$ cat src/rtl/mac_rx_pkg.sv
// rtl/mac_rx_pkg.sv - shared encodings and constants for the RMII receive MAC
package mac_rx_pkg;

  typedef enum logic [2:0] {
    ST_IDLE,
    ST_PREAMBLE,
    ST_HEADER,
    ST_PAYLOAD,
    ST_DISCARD
  } state_t;

  localparam logic [15:0] ETHERTYPE_MAGIC = 16'h5139;
  localparam logic [31:0] CRC_POLY        = 32'hEDB88320;
  localparam logic [31:0] CRC_RESIDUE     = 32'hDEBB20E3;
  localparam logic [47:0] BCAST_MAC       = 48'hFFFF_FFFF_FFFF;
  localparam logic [1:0]  DIBIT_PRE       = 2'b01;
  localparam logic [1:0]  DIBIT_SFD       = 2'b11;
  localparam logic [3:0]  HDR_LAST        = 4'd15;

  // Reflected CRC-32 step over one dibit, bit 0 first
  function automatic logic [31:0] crc32_dibit(input logic [31:0] crc, input logic [1:0] dibit);
    logic [31:0] c;
    c = crc;
    for (int i = 0; i < 2; i++) begin
      c = (c[0] ^ dibit[i]) ? ((c >> 1) ^ CRC_POLY) : (c >> 1);
    end
    return c;
  endfunction

endpackage

$ cat src/rtl/mac_crc32.sv
// rtl/mac_crc32.sv - per-dibit CRC-32 register with init and enable
module mac_crc32
  import mac_rx_pkg::*;
(
  input  logic        clk,
  input  logic        rst_n,
  input  logic        init,
  input  logic        en,
  input  logic [1:0]  dibit,
  output logic [31:0] crc
);

  always_ff @(posedge clk or negedge rst_n) begin
    if (!rst_n) begin
      crc <= 32'hFFFF_FFFF;
    end else if (init) begin
      crc <= 32'hFFFF_FFFF;
    end else if (en) begin
      crc <= crc32_dibit(crc, dibit);
    end
  end

endmodule

$ cat src/rtl/mac_rx.sv
// rtl/mac_rx.sv - RMII receive MAC: header filter, held-back word writes, commit/drop
module mac_rx
  import mac_rx_pkg::*;
#(
  parameter int MAC_PACKET_BITS = 9,
  parameter int MAX_PACKET      = 375
) (
  input  logic                       clk,
  input  logic                       rst_n,
  input  logic                       rx0,
  input  logic                       rx1,
  input  logic                       crs_dv,
  input  logic [47:0]                own_mac,
  output logic [31:0]                rxq_data,
  output logic                       rxq_wr_en,
  input  logic                       rxq_full,
  output logic [MAC_PACKET_BITS-1:0] rxq_len,
  output logic [15:0]                rxq_seq,
  output logic                       rxq_commit,
  output logic                       rxq_drop,
  output logic [15:0]                cnt_good,
  output logic [15:0]                cnt_crc_err,
  output logic [15:0]                cnt_drop
);

  localparam logic [MAC_PACKET_BITS-1:0] MAX_WORDS = MAC_PACKET_BITS'(MAX_PACKET);

  state_t state, state_d;

  logic [1:0]  dibit;
  logic        dv_q;
  logic        eof;
  logic        in_frame;
  logic        byte_done;
  logic        word_done;
  logic [1:0]  dib_cnt;
  logic [1:0]  bw_cnt;
  logic [3:0]  hdr_cnt;
  logic [5:0]  byte_sr;
  logic [7:0]  full_byte;
  logic [47:0] mac_sr;
  logic        own_ok, bc_ok, eth_ok;
  logic [15:0] seq_sr;
  logic [23:0] word_sr;
  logic [31:0] new_word;
  logic [31:0] hold;
  logic        have_hold;
  logic [MAC_PACKET_BITS-1:0] wr_cnt;
  logic [31:0] crc;

  logic do_write, do_commit, do_drop, inc_good, inc_crc, inc_drop;

  assign dibit     = {rx1, rx0};
  assign eof       = !crs_dv && !dv_q;
  assign in_frame  = (state == ST_HEADER) || (state == ST_PAYLOAD);
  assign byte_done = crs_dv && in_frame && (dib_cnt == 2'd3);
  assign word_done = byte_done && (state == ST_PAYLOAD) && (bw_cnt == 2'd3);
  assign full_byte = {dibit, byte_sr};
  assign new_word  = {word_sr, full_byte};

  mac_crc32 u_crc (
    .clk   (clk),
    .rst_n (rst_n),
    .init  (!in_frame),
    .en    (crs_dv && in_frame),
    .dibit (dibit),
    .crc   (crc)
  );

  always_ff @(posedge clk or negedge rst_n) begin
    if (!rst_n) state <= ST_IDLE;
    else        state <= state_d;
  end

  always_comb begin
    state_d   = state;
    do_write  = 1'b0;
    do_commit = 1'b0;
    do_drop   = 1'b0;
    inc_good  = 1'b0;
    inc_crc   = 1'b0;
    inc_drop  = 1'b0;
    case (state)
      ST_IDLE: begin
        if (crs_dv && dibit == DIBIT_PRE) state_d = ST_PREAMBLE;
      end
      ST_PREAMBLE: begin
        if (eof) state_d = ST_IDLE;
        else if (crs_dv) begin
          if (dibit == DIBIT_SFD)      state_d = ST_HEADER;
          else if (dibit != DIBIT_PRE) state_d = ST_DISCARD;
        end
      end
      ST_HEADER: begin
        if (eof) state_d = ST_IDLE;
        else if (byte_done && hdr_cnt == HDR_LAST)
          state_d = ((own_ok || bc_ok) && eth_ok) ? ST_PAYLOAD : ST_DISCARD;
      end
      ST_PAYLOAD: begin
        if (eof) begin
          state_d = ST_IDLE;
          // Alignment and length take precedence over the CRC verdict
          if (dib_cnt != 2'd0 || bw_cnt != 2'd0 || wr_cnt == '0) begin
            do_drop  = (wr_cnt != '0);
            inc_drop = 1'b1;
          end else if (crc != CRC_RESIDUE) begin
            do_drop = 1'b1;
            inc_crc = 1'b1;
          end else begin
            do_commit = 1'b1;
            inc_good  = 1'b1;
          end
        end else if (word_done && have_hold) begin
          if (rxq_full || wr_cnt >= MAX_WORDS) begin
            state_d  = ST_DISCARD;
            do_drop  = (wr_cnt != '0);
            inc_drop = 1'b1;
          end else begin
            do_write = 1'b1;
          end
        end
      end
      ST_DISCARD: begin
        if (eof) state_d = ST_IDLE;
      end
      default: state_d = ST_IDLE;
    endcase
  end

  always_ff @(posedge clk or negedge rst_n) begin
    if (!rst_n) begin
      dv_q        <= 1'b0;
      rxq_wr_en   <= 1'b0;
      rxq_commit  <= 1'b0;
      rxq_drop    <= 1'b0;
      rxq_data    <= '0;
      rxq_len     <= '0;
      rxq_seq     <= '0;
      cnt_good    <= '0;
      cnt_crc_err <= '0;
      cnt_drop    <= '0;
      dib_cnt     <= '0;
      bw_cnt      <= '0;
      hdr_cnt     <= '0;
      byte_sr     <= '0;
      mac_sr      <= '0;
      own_ok      <= 1'b0;
      bc_ok       <= 1'b0;
      eth_ok      <= 1'b0;
      seq_sr      <= '0;
      word_sr     <= '0;
      hold        <= '0;
      have_hold   <= 1'b0;
      wr_cnt      <= '0;
    end else begin
      dv_q       <= crs_dv;
      rxq_wr_en  <= do_write;
      rxq_commit <= do_commit;
      rxq_drop   <= do_drop;
      if (do_write) rxq_data <= hold;
      if (do_commit) begin
        rxq_len <= wr_cnt;
        rxq_seq <= seq_sr;
      end
      if (inc_good && cnt_good    != 16'hFFFF) cnt_good    <= cnt_good + 16'd1;
      if (inc_crc  && cnt_crc_err != 16'hFFFF) cnt_crc_err <= cnt_crc_err + 16'd1;
      if (inc_drop && cnt_drop    != 16'hFFFF) cnt_drop    <= cnt_drop + 16'd1;

      if (!in_frame) begin
        dib_cnt   <= '0;
        bw_cnt    <= '0;
        hdr_cnt   <= '0;
        have_hold <= 1'b0;
        wr_cnt    <= '0;
        own_ok    <= 1'b1;
        bc_ok     <= 1'b1;
        eth_ok    <= 1'b1;
        mac_sr    <= own_mac;
      end else if (crs_dv) begin
        dib_cnt <= dib_cnt + 2'd1;
        byte_sr <= {dibit, byte_sr[5:2]};
        if (byte_done && state == ST_HEADER) begin
          hdr_cnt <= hdr_cnt + 4'd1;
          if (hdr_cnt < 4'd6) begin
            if (full_byte != mac_sr[47:40])    own_ok <= 1'b0;
            if (full_byte != BCAST_MAC[47:40]) bc_ok  <= 1'b0;
            mac_sr <= {mac_sr[39:0], 8'h00};
          end
          if (hdr_cnt == 4'd12 && full_byte != ETHERTYPE_MAGIC[15:8]) eth_ok <= 1'b0;
          if (hdr_cnt == 4'd13 && full_byte != ETHERTYPE_MAGIC[7:0])  eth_ok <= 1'b0;
          // The last two header bytes left in here are the sequence field
          seq_sr <= {seq_sr[7:0], full_byte};
        end else if (byte_done) begin
          bw_cnt  <= bw_cnt + 2'd1;
          word_sr <= {word_sr[15:0], full_byte};
          if (word_done) begin
            hold      <= new_word;
            have_hold <= 1'b1;
          end
          if (do_write) wr_cnt <= wr_cnt + MAC_PACKET_BITS'(1);
        end
      end
    end
  end

endmodule

$ cat config.mk
export PLATFORM = sky130hd
export DESIGN_NAME = mac_rx
export DESIGN_NICKNAME = d
export VERILOG_FILES = /design/src/rtl/mac_rx_pkg.sv /design/src/rtl/mac_crc32.sv /design/src/rtl/mac_rx.sv
export SDC_FILE = /design/constraint.sdc
export NUM_CORES = 1
export LEC_CHECK = 0
export ABC_AREA = 1
export CAP_MARGIN = 10
export CORE_ASPECT_RATIO = 1.75
export CORE_MARGIN = 2
export CORE_UTILIZATION = 56
export CTS_CLUSTER_DIAMETER = 60
export DETAILED_ROUTE_END_ITERATION = 8
export PLACE_DENSITY = 0.81
export SYNTH_ARGS = -nofsm -noshare
export SYNTH_HDL_FRONTEND = slang
export SYNTH_SLANG_ARGS = --single-unit
$ cat constraint.sdc
create_clock -name clk -period 1.9 [get_ports clk]
set_input_delay 0.285 -clock clk [delete_from_list [all_inputs] [get_ports clk]]
set_output_delay 0.285 -clock clk [all_outputs]
set_load 0.05 [all_outputs]
==> impl_metrics.env, run 1 <==
export IMPL_antenna_found_initial=0
export IMPL_wl_met1_mm=12.48
export IMPL_drc_errors=0
export IMPL_hpwl_mm=22.85
export IMPL_antennaDiodeCount=0
export IMPL_outcome="complete, no violations"
export IMPL_syn_area_per_cell_um2=8.545
export IMPL_dieArea_um2=25460
export IMPL_post_route_util_pct=71.34
export IMPL_final_period_utilization_pct=97.77
export IMPL_placed_area_um2=16000
export IMPL_max_freq_ghz=0.5383
export IMPL_layout_setup_ws_ns=0.04240
export IMPL_row_count=75
export IMPL_gp_congestion=0.9145
export IMPL_async_flop_share_pct=100.0
export IMPL_drt_first_pass_iters=5
export IMPL_setup_violations=0
export IMPL_synth_top_area_share_pct=47.91
export IMPL_end_kind="primary output"
export IMPL_worst_pin_slew_ns=0.5094
export IMPL_skew_ns=0.01979
export IMPL_grt_overflow=0
export IMPL_syn_area_um2=13530
export IMPL_die_w_um=121.5
export IMPL_avgViaCountPerCell=5.386
export IMPL_synth_yosys_seq_area_share_pct=54.13
export IMPL_grt_use_total_pct=26.28
export IMPL_drt_wl_total_mm=32.95
export IMPL_grt_pass1_vias=11577
export IMPL_power_mw=15.14
export IMPL_cts_tree="built"
export IMPL_synth_xor_area_share_pct=3.746
export IMPL_h_tree_depth=1
export IMPL_synth_nets=1649
export IMPL_worstPathMaxFanout=5
export IMPL_synth_most_common_cell="nand2_1"
export IMPL_synth_flop_cell="dfrtp_1"
export IMPL_clockBufferDepth=3
export IMPL_synth_compound_area_share_pct=10.65
export IMPL_ys_warn_count=0
export IMPL_cts_sinks=291
export IMPL_crit_chain="dlygate4sd2_1"
export IMPL_crit_family="buffers and inverters"
export IMPL_critPathLaunchType="flop"
export IMPL_crit_type="reg -> out"
export IMPL_critPathBufInv=1
export IMPL_critPathSlowestCell="dlygate4sd2_1"
export IMPL_insertion_delay_ns=0.55
export IMPL_grt_pass1_wl_mm=54.42
export IMPL_fin_nets=1873
export IMPL_top_layer="met4"
export IMPL_cts_buffers_inserted=25
export IMPL_leakage_nw=8.456
export IMPL_vdd_drop_max_uv=913.1
export IMPL_cts_clk_slew_worst_paths_ns=0.07
export IMPL_post_drt_wl_per_cell_um=15.46
export IMPL_reg2reg_slack_ns=0.09
export IMPL_wl_met2_mm=17.76
export IMPL_hold_viol_final=0
export IMPL_preCtsSetupSlack_ns=-0.4241
export IMPL_ioPinCount=162
export IMPL_drive_above_1_share_pct=13.66
export IMPL_synthCells=1583
export IMPL_synth_common_cells="nand2_1, dfrtp_1, inv_1"
export IMPL_root_buffer="clkbuf_16"
export IMPL_grt_max_degree=76
export IMPL_yosysTopAreaCell="dfrtp_1"
export IMPL_fin_crit_ns=1.858
export IMPL_holdCritPathClass="in -> async"
export IMPL_worstPathArrival_ns=1.57
export IMPL_synthAdderAreaFrac_pct=1.110
export IMPL_yosys_top_cells_area="dfrtp_1, nand2_1, dfstp_2"
export IMPL_vias=11478
export IMPL_met3_length_mm=1.265
export IMPL_coreArea_um2=23840
export IMPL_slew_violations=0
export IMPL_synth_top_family_by_area="simple AND/OR/NAND/NOR gates"
export IMPL_slew_headroom_pct=65.78
export IMPL_whs_ns=0.2798
export IMPL_cpPeakStageDelay_ns=0.56
export IMPL_required_ns=1.62
export IMPL_synth_cell_types=41
export IMPL_ant_nets=0
export IMPL_fin_area_um2=17000
export IMPL_area_growth_pct=25.71
export IMPL_dieHeight_um=209.6
export IMPL_maxCapViolCount=0
export IMPL_synth_seq_cells=291
export IMPL_initial_utilization_pct=56.75
export IMPL_drt_iter0_drc=832
export IMPL_synth_edf_count=0
export IMPL_synth_simple_area_share_pct=21.50
export IMPL_muxShareOfSynthArea_pct=1.332
export IMPL_port_buffers=161
export IMPL_power_density_nw_per_um2=890.6
## path summary, 6_finish.rpt
path / startpoint / end / cells past startpoint
max reg2reg: bw_cnt[1]$_DFFE_PN0P_ / cnt_crc_err[8]$_DFFE_PN0P_ / 10
min reg2reg: hold[1]$_DFFE_PN0P_ / rxq_data[1]$_DFFE_PN0P_ / 2
max: cnt_good[7]$_DFFE_PN0P_ / cnt_good[7] / 1
min: rst_n / state[0]$_DFFE_PN0P_ / 2
max in group asynchronous: rst_n / cnt_drop[0]$_DFFE_PN0P_ / 3
min in group clk: own_mac[1] / mac_sr[1]$_DFFE_PN0P_ / 3
## metal layers
layer,global-route usage [%],vias to the layer above
li1,-,5506
met1,30.68,5537
met2,47.66,336
met3,2.880,99
met4,12.41,0
met5,0,-
## power breakdown
group	switching [mW]	internal (mW)	leakage, nW
combinational	1.88	1.09	4.41
clock	2.26	2.92	0.405
sequential	0.267	6.73	3.64
total	4.41	10.7	8.46
## kinds of logic (layout without fill, tap and decap cells)
logic type / count (synthesis) / count (layout)
AOI/OAI and AO/OA: 258 / 258
xor gates and xnor gates: 57 / 57
adders and majority gates: 12 / 12
buffers and inverters: 252 / 492
DFF: 291 / 291
muxes: 16 / 16
and+or+nand+nor: 697 / 697
## flip-flops by register name, indices dropped and copies added, names as in the netlist, 9 cells and up
| signal | flops |
|---|---|
| cnt_crc_err | 16 |
| mac_sr | 48 |
| hold | 32 |
| rxq_seq | 16 |
| rxq_data | 32 |
| wr_cnt | 9 |
| rxq_len | 9 |
| word_sr | 24 |
| u_crc.crc | 32 |
| cnt_good | 16 |
| seq_sr | 16 |
| cnt_drop | 16 |
## cell type report
| class | instances | area [um2] |
|---|---|---|
| Multi-Input combinational cell | 1040 | 5306 |
| Sequential cell | 291 | 7330 |
| Fill cell | 1876 | 6832 |
| Timing Repair Buffer | 254 | 2425 |
| Clock inverter | 8 | 96.34 |
| Inverter | 195 | 738.2 |
| Clock buffer | 35 | 723.2 |
| Tap cell | 308 | 385.4 |
## metrics by stage
step / instances / TNS (ns)
after floorplan: 1583 / 0
after global placement: 2074 / -15.78
after detailed placement: 2074 / -25.24
after CTS: 2120 / 0
after global routing: 2131 / -0.07837
final: 2131 / 0
## what timing repair did
item	CTS	global route
setup buffers	2	8
hold buffers	1	0
gates cloned	0	3
setup endpoints to repair	118	138
pin swaps	1	6
endpoints found under the hold margin	37	0
resized for setup	96	41
## layout by cell type, fill, tap and decap left out, drive strengths merged, types with 2 or more instances in the layout
cell           netlist  routed
nand2              472     472
xor2                40      40
and3                 2       2
a22oi                9       9
o211ai              33      33
buf                 24     104
nand4               23      23
clkinv               2       5
dlygate4sd2          0      92
mux2                16      16
clkdlybuf4s15        0       2
nand3               66      66
dfstp               32      32
ha                  12      12
o21ai              177     177
a21oi               16      16
clkdlybuf4s50        0      52
nor2               104     104
clkinvlp             0       2
nor4                 4       4
a31oi                5       5
xnor2               17      17
clkbuf              33      38
o22ai               14      14
o21bai               2       2
dfrtp              259     259
nor3                24      24
bufinv               0       2
inv                193     194
Power figures use the tool's default switching activity.
==> inputs of run 2 (changes only) <==
Settings changed: MAX_ROUTING_LAYER set to met4.
==> impl_metrics.env, run 2 (synthesis results as in run 1) <==
export IMPL_outcome="complete, no violations"
export IMPL_max_freq_ghz=0.5362
export IMPL_crit_chain="dlygate4sd2_1"
export IMPL_fill_cells=1858
export IMPL_clockBufferDepth=3
export IMPL_initial_utilization_pct=56.75
export IMPL_critPathLaunch="cnt_good[4]$_DFFE_PN0P_"
export IMPL_holdCritPathClass="in -> async"
export IMPL_worstSetupPathDepth=1
export IMPL_antenna_found_initial=0
export IMPL_worst_pin_slew_ns=0.5228
export IMPL_final_period_utilization_pct=98.16
export IMPL_h_tree_depth=1
export IMPL_dp_cells=2081
export IMPL_post_route_util_pct=71.77
export IMPL_largest_register="mac_sr"
export IMPL_ioPinCount=162
export IMPL_drive_above_1_share_pct=14.18
export IMPL_grt_overflow=0
export IMPL_hpwl_mm=22.98
export IMPL_area_growth_pct=26.47
export IMPL_reg2reg_slack_ns=0.08
export IMPL_grt_max_degree=65
export IMPL_r2r_start="state[2]$_DFFE_PN0P_"
export IMPL_final_cell_mix="nand2_1, dfrtp_1, inv_1"
export IMPL_slew_headroom_pct=65.28
export IMPL_cts_sinks=291
export IMPL_layout_setup_ws_ns=0.03499
export IMPL_grt_use_total_pct=27.07
export IMPL_dieHeight_um=209.6
export IMPL_drt_iter0_drc=700
export IMPL_slew_violations=0
export IMPL_die_w_um=121.5
export IMPL_vdd_drop_max_uv=763.6
export IMPL_port_buffers=161
export IMPL_required_ns=1.62
export IMPL_grt_pass1_vias=11674
export IMPL_gp_congestion=0.9496
export IMPL_crit_type="reg -> out"
export IMPL_root_buffer="clkbuf_16"
export IMPL_hold_viol_final=0
export IMPL_power_mw=15.72
export IMPL_post_drt_wl_per_cell_um=15.39
export IMPL_antennaDiodeCount=0
export IMPL_drt_wl_total_mm=32.97
export IMPL_power_density_nw_per_um2=918.7
export IMPL_whs_ns=0.2436
export IMPL_dieArea_um2=25460
export IMPL_avgViaCountPerCell=5.384
export IMPL_cts_buffers_inserted=26
export IMPL_cts_tree="built"
export IMPL_cpPeakStageDelay_ns=0.56
export IMPL_fin_crit_ns=1.865
export IMPL_ant_nets=0
export IMPL_grt_pass1_wl_mm=54.45
export IMPL_maxCapViolCount=0
export IMPL_crit_family="buffers and inverters"
export IMPL_insertion_delay_ns=0.57
export IMPL_fin_setup_tns_ns=0
export IMPL_placed_area_um2=16030
export IMPL_setup_violations=0
export IMPL_critPathBufInv=1
export IMPL_fin_cells=2142
export IMPL_skew_ns=0.01370
export IMPL_critPathSlowestCell="dlygate4sd2_1"
export IMPL_layout_commonest_cell="nand2_1"
export IMPL_leakage_nw=8.557
export IMPL_critPathLaunchType="flop"
export IMPL_worstSetupEndpoint="cnt_good[4]"
export IMPL_drt_first_pass_iters=5
export IMPL_vias=11533
export IMPL_fin_area_um2=17110
export IMPL_drc_errors=0
export IMPL_cts_clk_slew_worst_paths_ns=0.07
export IMPL_worstRegToRegCells=10
export IMPL_fin_nets=1880
export IMPL_worstPathMaxFanout=5
export IMPL_end_kind="primary output"
export IMPL_coreArea_um2=23840
export IMPL_row_count=75
export IMPL_r2r_end="rxq_data[12]$_DFFE_PN0P_"
export IMPL_largest_reg_flops=48
export IMPL_worstPathArrival_ns=1.58
export IMPL_preCtsSetupSlack_ns=-0.4327
## run 2: cell count changes in the layout (fill, tap and decap cells not counted), moves of 2 or more
cell             change
buf_4                +9
buf_6                +2
clkbuf_8             -2
clkdlybuf4s15_1      -2
ha_2                 +2
inv_1                +2
## run 2: layer usage
metal  vias to the layer above  GRT usage [%]  wire length, um
met5                         -              -                0
met4                         0          13.08             1567
met3                       107          2.500             1163
met2                       307          47.95            17570
met1                      5609          30.37            12660
li1                       5510              -                -
## run 2: what timing repair did
action	CTS	global route
pin swaps	1	7
setup endpoints to repair	107	131
buffers inserted	1	10
resized for setup	92	31
gates cloned	0	1
hold endpoints to repair	65	0
hold buffers	1	0
## run 2: power by group
part / leakage, nW / switching (mW) / total (mW) / internal, mW
clock network: 0.460 / 2.45 / 5.75 / 3.30
logic: 4.45 / 1.87 / 2.97 / 1.10
registers: 3.64 / 0.266 / 6.99 / 6.73
total: 8.56 / 4.59 / 15.7 / 11.1
## run 2: cell type report
cell class / instances / area, um2 / area share [%]
Clock buffer: 37 / 774.5 / 4.527
Clock inverter: 11 / 168.9 / 0.9873
Inverter: 195 / 734.5 / 4.293
Multi-Input combinational cell: 1040 / 5274 / 30.83
Sequential cell: 291 / 7330 / 42.84
Tap cell: 308 / 385.4 / 2.253
Timing Repair Buffer: 260 / 2441 / 14.27
## run 2: worst min path at each step
stage,to,from,cells past startpoint,slack (ns)
after floorplan,bc_ok$_DFFE_PN0P_,rst_n,0,-0.01
after global placement,mac_sr[29]$_DFFE_PN0P_,rst_n,1,0.25
after detailed placement,mac_sr[26]$_DFFE_PN0P_,rst_n,1,0.25
after CTS,mac_sr[32]$_DFFE_PN0P_,rst_n,2,0.25
after global routing,mac_sr[29]$_DFFE_PN0P_,rst_n,2,0.29
final,mac_sr[32]$_DFFE_PN0P_,rst_n,2,0.24
